<file path="src/rtl/uart_rx_pkg.sv">
// uart_rx_pkg: shared receiver frame-check types, parity constants and sticky-flag bit positions
package uart_rx_pkg;
    typedef enum logic [2:0] {IDLE, DATA, PARITY, STOP1, STOP2} state_t;
    localparam logic PAR_EVEN = 1'b0;
    localparam logic PAR_ODD  = 1'b1;
    localparam int ERR_PAR  = 0;
    localparam int ERR_STOP = 1;
    localparam int ERR_BRK  = 2;
endpackage

</file>
<file path="src/rtl/uart_parity_calc.sv">
// uart_parity_calc: expected parity bit for a received data word (even or odd)
module uart_parity_calc
    import uart_rx_pkg::*;
#(
    parameter int DATA_WIDTH = 8
) (
    input  logic [DATA_WIDTH-1:0] data,
    input  logic                  par_typ,
    output logic                  par_bit
);
    assign par_bit = (^data) ^ (par_typ == PAR_ODD);
endmodule

</file>
<file path="src/rtl/uart_frame_check.sv">
// uart_frame_check: assembles sampled UART bits into a frame and flags parity, stop and break errors
module uart_frame_check
    import uart_rx_pkg::*;
#(
    parameter int DATA_WIDTH    = 8,
    parameter int STOP_BITS_MAX = 2
) (
    input  logic                  CLK,
    input  logic                  RST,
    input  logic                  frame_start,
    input  logic                  bit_valid,
    input  logic                  Sampled_Bit,
    input  logic                  PAR_EN,
    input  logic                  PAR_TYP,
    input  logic                  stop_sel,
    input  logic                  err_clr,
    output logic [DATA_WIDTH-1:0] data_out,
    output logic                  data_valid,
    output logic                  Parity_error,
    output logic                  Stop_error,
    output logic                  Break_det,
    output logic [2:0]            err_sticky,
    output logic                  busy
);
    localparam int CW = $clog2(DATA_WIDTH + 1);

    state_t                state, state_nx;
    logic [CW-1:0]         cnt;
    logic [DATA_WIDTH-1:0] sh;
    logic                  par_en_l, par_typ_l, stop_sel_l;
    logic                  par_f, stop_f, zero_f;
    logic                  exp_par, two_stop, last_data, done, brk;
    logic [2:0]            flags;

    uart_parity_calc #(.DATA_WIDTH(DATA_WIDTH)) u_par (
        .data   (sh),
        .par_typ(par_typ_l),
        .par_bit(exp_par)
    );

    assign two_stop  = stop_sel_l && (STOP_BITS_MAX == 2);
    assign last_data = cnt == CW'(DATA_WIDTH - 1);
    assign done      = bit_valid && !frame_start && (state == STOP2 || (state == STOP1 && !two_stop));
    assign busy      = state != IDLE;
    // zero_f already covers STOP1 once in STOP2; the second stop bit never counts toward break
    assign brk       = zero_f && (state == STOP2 || !Sampled_Bit);

    always_comb begin
        flags           = 3'b000;
        flags[ERR_BRK]  = brk;
        flags[ERR_STOP] = stop_f || !Sampled_Bit || brk;
        flags[ERR_PAR]  = par_f && !brk;
    end

    always_comb begin
        state_nx = state;
        if (frame_start)
            state_nx = DATA;
        else if (bit_valid)
            case (state)
                DATA:    state_nx = last_data ? (par_en_l ? PARITY : STOP1) : DATA;
                PARITY:  state_nx = STOP1;
                STOP1:   state_nx = two_stop ? STOP2 : IDLE;
                default: state_nx = IDLE;
            endcase
    end

    always_ff @(posedge CLK or negedge RST)
        if (!RST)
            state <= IDLE;
        else
            state <= state_nx;

    always_ff @(posedge CLK or negedge RST)
        if (!RST) begin
            cnt          <= '0;
            sh           <= '0;
            par_en_l     <= 1'b0;
            par_typ_l    <= 1'b0;
            stop_sel_l   <= 1'b0;
            par_f        <= 1'b0;
            stop_f       <= 1'b0;
            zero_f       <= 1'b0;
            data_out     <= '0;
            data_valid   <= 1'b0;
            Parity_error <= 1'b0;
            Stop_error   <= 1'b0;
            Break_det    <= 1'b0;
            err_sticky   <= 3'b000;
        end else begin
            data_valid <= done && flags == 3'b000;
            err_sticky <= (err_sticky & {3{!err_clr}}) | (flags & {3{done}});
            if (frame_start) begin
                cnt        <= '0;
                sh         <= '0;
                par_en_l   <= PAR_EN;
                par_typ_l  <= PAR_TYP;
                stop_sel_l <= stop_sel;
                par_f      <= 1'b0;
                stop_f     <= 1'b0;
                zero_f     <= 1'b1;
            end else if (bit_valid) begin
                if (state == DATA) begin
                    sh  <= {Sampled_Bit, sh[DATA_WIDTH-1:1]};
                    cnt <= cnt + 1'b1;
                end
                if (state == PARITY)
                    par_f <= Sampled_Bit ^ exp_par;
                if (state == STOP1)
                    stop_f <= !Sampled_Bit;
                if (state inside {DATA, PARITY, STOP1})
                    zero_f <= zero_f && !Sampled_Bit;
                if (done) begin
                    data_out     <= sh;
                    Parity_error <= flags[ERR_PAR];
                    Stop_error   <= flags[ERR_STOP];
                    Break_det    <= flags[ERR_BRK];
                end
            end
        end
endmodule
</file>
<file path="config.mk">
export PLATFORM = sky130hd
export DESIGN_NAME = uart_frame_check
export DESIGN_NICKNAME = d
export VERILOG_FILES = /design/src/rtl/uart_rx_pkg.sv /design/src/rtl/uart_parity_calc.sv /design/src/rtl/uart_frame_check.sv
export SDC_FILE = /design/constraint.sdc
export NUM_CORES = 1
export LEC_CHECK = 0
export BUFFER_PORTS_ARGS = -buffer_cell sky130_fd_sc_hd__clkbuf_2
export CORE_UTILIZATION = 55
export DETAILED_ROUTE_END_ITERATION = 16
export PLACE_DENSITY = 0.87
export SLEW_MARGIN = 40
export SYNTH_ARGS = -nofsm -noshare
export SYNTH_HDL_FRONTEND = slang
export SYNTH_SLANG_ARGS = --single-unit
</file>
<file path="constraint.sdc">
create_clock -name CLK -period 1.8 [get_ports CLK]
set_clock_uncertainty 0.05 [all_clocks]
set_input_delay 0.18 -clock CLK [delete_from_list [all_inputs] [get_ports CLK]]
set_output_delay 0.18 -clock CLK [all_outputs]
set_load 0.01 [all_outputs]
</file>
==> impl_results.md <==
* Post-CTS Setup Bufs at 0
* Combinational family with the most area after synthesis: compound AO/OA/AOI/OAI gates
* Mapped Area at 1600 sq um
* Number of synthesized flops with an enable pin at 0
* Arrival time at the worst endpoint at 1890 ps
* Category of the worst setup path launch point: flop
* Reg-to-reg critical path startpoint: state[0]$_DFFE_PN0P_
* Antenna Diode Count at 0
* Worst setup EP type: flop
* Number of DRC markers in iteration 0 at 51
* Max stage delay on crit path at 470 ps
* Maximum fanout count along the critical path at 17
* Maximum clock insertion buffer count at 2
* # rows at 19
* Max-capacitance violation count at 0
* H-tree lvl count at 2
* Final routed DRC violation total at 0
* Post-Synthesis Mean Instance Area at 12.5 sq um
* Maximum clock frequency at 586 MHz
* Number of warning messages in the yosys log at 0
* FF-to-FF path depth at 3
* Placed standard-cell area at 1760 sq um
* Final critical delay including setup and external delays at 1710 ps
* Post-route antenna net violation count at 0
* Die extent in y at 56.0 um
* Final slew viol count at 0
* HPWL after detailed placement at 1.99 mm
* Critical register-to-register path endpoint: data_out[3]$_DFFE_PN0P_
* Clock insertion delay at the later pin of the skew report at 350 ps
* Fill count at 204
* Antenna violations before repair at 0
* Clk root buf: clkbuf_4
* Share of the yosys chip area belonging to registers at 56.2%
* Fraction of final layout cells sized beyond drive strength 1 at 32.3%
* Non-Filler Cell Area, Final at 1860 sq um
* Min-delay worst type: in2reg
* Switching share of power at 22.8%
* Synthesized-area fraction occupied by adder cells at 0.781%
* Part of the cycle the worst path needs at 94.8%
* Hold path startpoint: PAR_TYP
* Portion of total power attributed to sequential cells at 55.5%
* Headroom to the max-slew limit at 67.3%
* Synthesized-area fraction occupied by ao, oa, aoi and oai cells at 12.5%
* Number of different library cells in the post-synthesis netlist at 38
* I/O pins at 25
* Setup Crit Path Kind: reg2reg
* Worst Max-Slew Pin Slew at 488 ps
* Cts bufs inserted at 5
* Net count after synthesis at 138
* Hold-critical path endpoint: par_typ_l$_DFFE_PN0P_
* Sequential cell area at 901 sq um
* Power density of the placed cells at 818 nW/um^2
* Sinks on the clock net at 36
* Horizontal die dimension at 56.0 um
* Combined area of the multi-input logic cells at 657 sq um
* TritonCTS clock tree: done
* Number of hold violations in the final report at 0
* Wire length of the first global-routing pass at 5.20 mm
* Worst VDD drop at 796 uV
* Required time of the critical path at 1980 ps
* RSZ-0062 raised after global routing: false
* Sum Neg Setup Slack at 0 ps
* Int Pwr at 0.00117 W
* Worst path slowest cell: dfrtp_1
* Final-stage net count at 170
* Mux cell area share after synthesis at 8.90%
* Sequence of cells on the critical path: and4bb_1 > o21ai_4 > mux2_2
* CORE AREA at 2760 sq um
* Final wirelength at 3.01 mm
* Via count of the first global-routing pass at 1162
* Ys flop type: dfrtp_1
* Xor/xnor share of the synthesized area at 6.32%
* Die area at 3130 sq um
* Part of the power in combinational logic at 7.9%
* Detailed-routing iteration count for the pre-antenna-repair pass at 4
* Largest net degree at the start of global routing at 37
* Via-to-Cell Ratio at 5.74
* Global placer's final weighted congestion at 0.840
* Overall Global Routing Usage at 22.0%
* Fraction of the mapped netlist area in simple logic gates at 12.3%
* Total grt overflow at 0
* Area overhead of the layout relative to synthesis at 15.9%
* Clock share of power at 36.7%
* Slack of the worst reg-to-reg path at 90 ps
* Hold path cells at 2
* Count of input and output buffers at 24
* Initial cell density of the core at 58.1%
* Syn Inst Count at 128
* Synthesis-stage register bit count at 36
* Clock slew at reported path FFs at 100 ps
* Result of the run: completed
* Fraction of registers with async set/reset at 100%
* P_sw at 0.000347 W
* Post-DR wirelength/cell at 15.7 um
* Total setup violations reported at the end of the flow at 0
* Vias at 1102
* Core occupancy in the finished layout at 67.4%
* Reported leakage power at 0.910 nW
==> per-stage QoR <==
| stage | worst slack [ps] | total power, W | cells | hold WS (ps) |
|---|---|---|---|---|
| floorplan | 260 | 0.000923 | 128 | -166 |
| global placement | 181 | 0.000966 | 182 | 181 |
| detailed placement | 91.5 | 0.000973 | 182 | 191 |
| CTS | 94.4 | 0.00153 | 192 | 1.58 |
| global route | 25.1 | 0.00157 | 192 | 10.9 |
| finish | 93.7 | 0.00152 | 192 | 15.7 |
==> worst max path at each step <==
stage                    startpoint                 endpoint  slack, ps  cells after the start
6_report       state[0]$_DFFE_PN0P_  data_out[3]$_DFFE_PN0P_         90                      3
3_5_place_dp   state[0]$_DFFE_PN0P_  data_out[2]$_DFFE_PN0P_         90                      3
3_3_place_gp   state[0]$_DFFE_PN0P_  data_out[3]$_DFFE_PN0P_        180                      3
4_1_cts        state[0]$_DFFE_PN0P_  data_out[2]$_DFFE_PN0P_         90                      3
5_1_grt        state[1]$_DFFE_PN0P_  data_out[3]$_DFFE_PN0P_         30                      3
2_1_floorplan  state[2]$_DFFE_PN0P_  data_out[5]$_DFFE_PN0P_        260                      5
==> critical path: cells and delay by family (launching register included) <==
kind / cells / cell delay [ps]
mux: 1 / 400
simple gates: 1 / 270
flops: 1 / 470
compound gates: 1 / 410
==> cell usage in the layout, fill, tap and decap left out, types with 2 or more instances in the layout <==
cell / netlist / layout
dfrtp_1: 36 / 36
clkbuf_2: 0 / 24
mux2_2: 10 / 10
nor2_1: 9 / 9
a22o_1: 9 / 9
xnor2_1: 8 / 8
inv_1: 6 / 6
nor2b_1: 5 / 5
nand2_1: 5 / 5
clkbuf_4: 0 / 5
a211oi_1: 3 / 3
o22ai_1: 3 / 3
nand2b_1: 3 / 3
buf_4: 1 / 3
mux2_4: 2 / 2
o21ai_0: 2 / 2
dlygate4sd3_1: 0 / 2
==> registers in the layout, summed over array words and instances, names as in the netlist <==
name	flops
Break_det	1
par_typ_l	1
Parity_error	1
err_sticky	3
par_en_l	1
zero_f	1
state	3
data_out	8
stop_sel_l	1
stop_f	1
data_valid	1
sh	8
Stop_error	1
par_f	1
cnt	4
==> area by class of cell <==
| type | count | area share [%] |
|---|---|---|
| clock inverters | 2 | 1.89 |
| clock buffers | 6 | 2.22 |
| flip-flops and latches | 36 | 48.5 |
| multi-input cells | 82 | 35.4 |
| well taps | 31 | 2.09 |
| inverters | 6 | 1.21 |
| repair buffers | 29 | 8.75 |
==> kinds of logic (layout without fill, tap and decap cells) <==
logic type,Yosys count,in the layout
mux,12,12
flops,36,36
simple gates,33,33
buf+inv,10,43
xor+xnor,10,10
fa+ha+maj,1,1
compound gates,26,26
==> power groups by stage <==
| stage | combinational [W] | clock (W) | sequential [W] |
|---|---|---|---|
| 2_1_floorplan | 0.0000678 | 0 | 0.000855 |
| 3_3_place_gp | 0.000109 | 0 | 0.000857 |
| 3_5_place_dp | 0.000114 | 0 | 0.000859 |
| 4_1_cts | 0.000119 | 0.000567 | 0.000843 |
| 5_1_grt | 0.000133 | 0.000591 | 0.000846 |
| 6_report | 0.000119 | 0.000557 | 0.000843 |
==> timing repair <==
item,4_1_cts,5_1_grt
setup endpoints to repair,0,1
resized for setup,0,1
hold buffers,2,0
endpoints found under the hold margin,37,0
==> cells in the mapped netlist, types with 2 or more instances <==
master	number	area share [%]
dfrtp_1	36	56
o21ai_0	2	0.62
mux2_4	2	1.9
nor2_1	9	2.1
a22o_1	9	4.9
mux2_2	10	7.0
clkbuf_1	2	0.47
a21oi_1	2	0.62
inv_1	6	1.4
nor2b_1	5	2.0
xnor2_1	8	4.4
o22ai_1	3	1.2
a211oi_1	3	1.4
nand2b_1	3	1.2
nand2_1	5	1.2
==> per-layer routing <==
layer | vias up | share of wire, % | global-route usage (%) | wire length (um)
li1 | 519 | - | - | -
met1 | 541 | 45 | 26.7 | 1340
met2 | 33 | 49 | 36.7 | 1470
met3 | 9 | 3.6 | 4.42 | 107
met4 | 0 | 2.9 | 12.2 | 86
met5 | - | 0 | 0 | 0
Note: power is estimated with default switching activity, not from simulation.
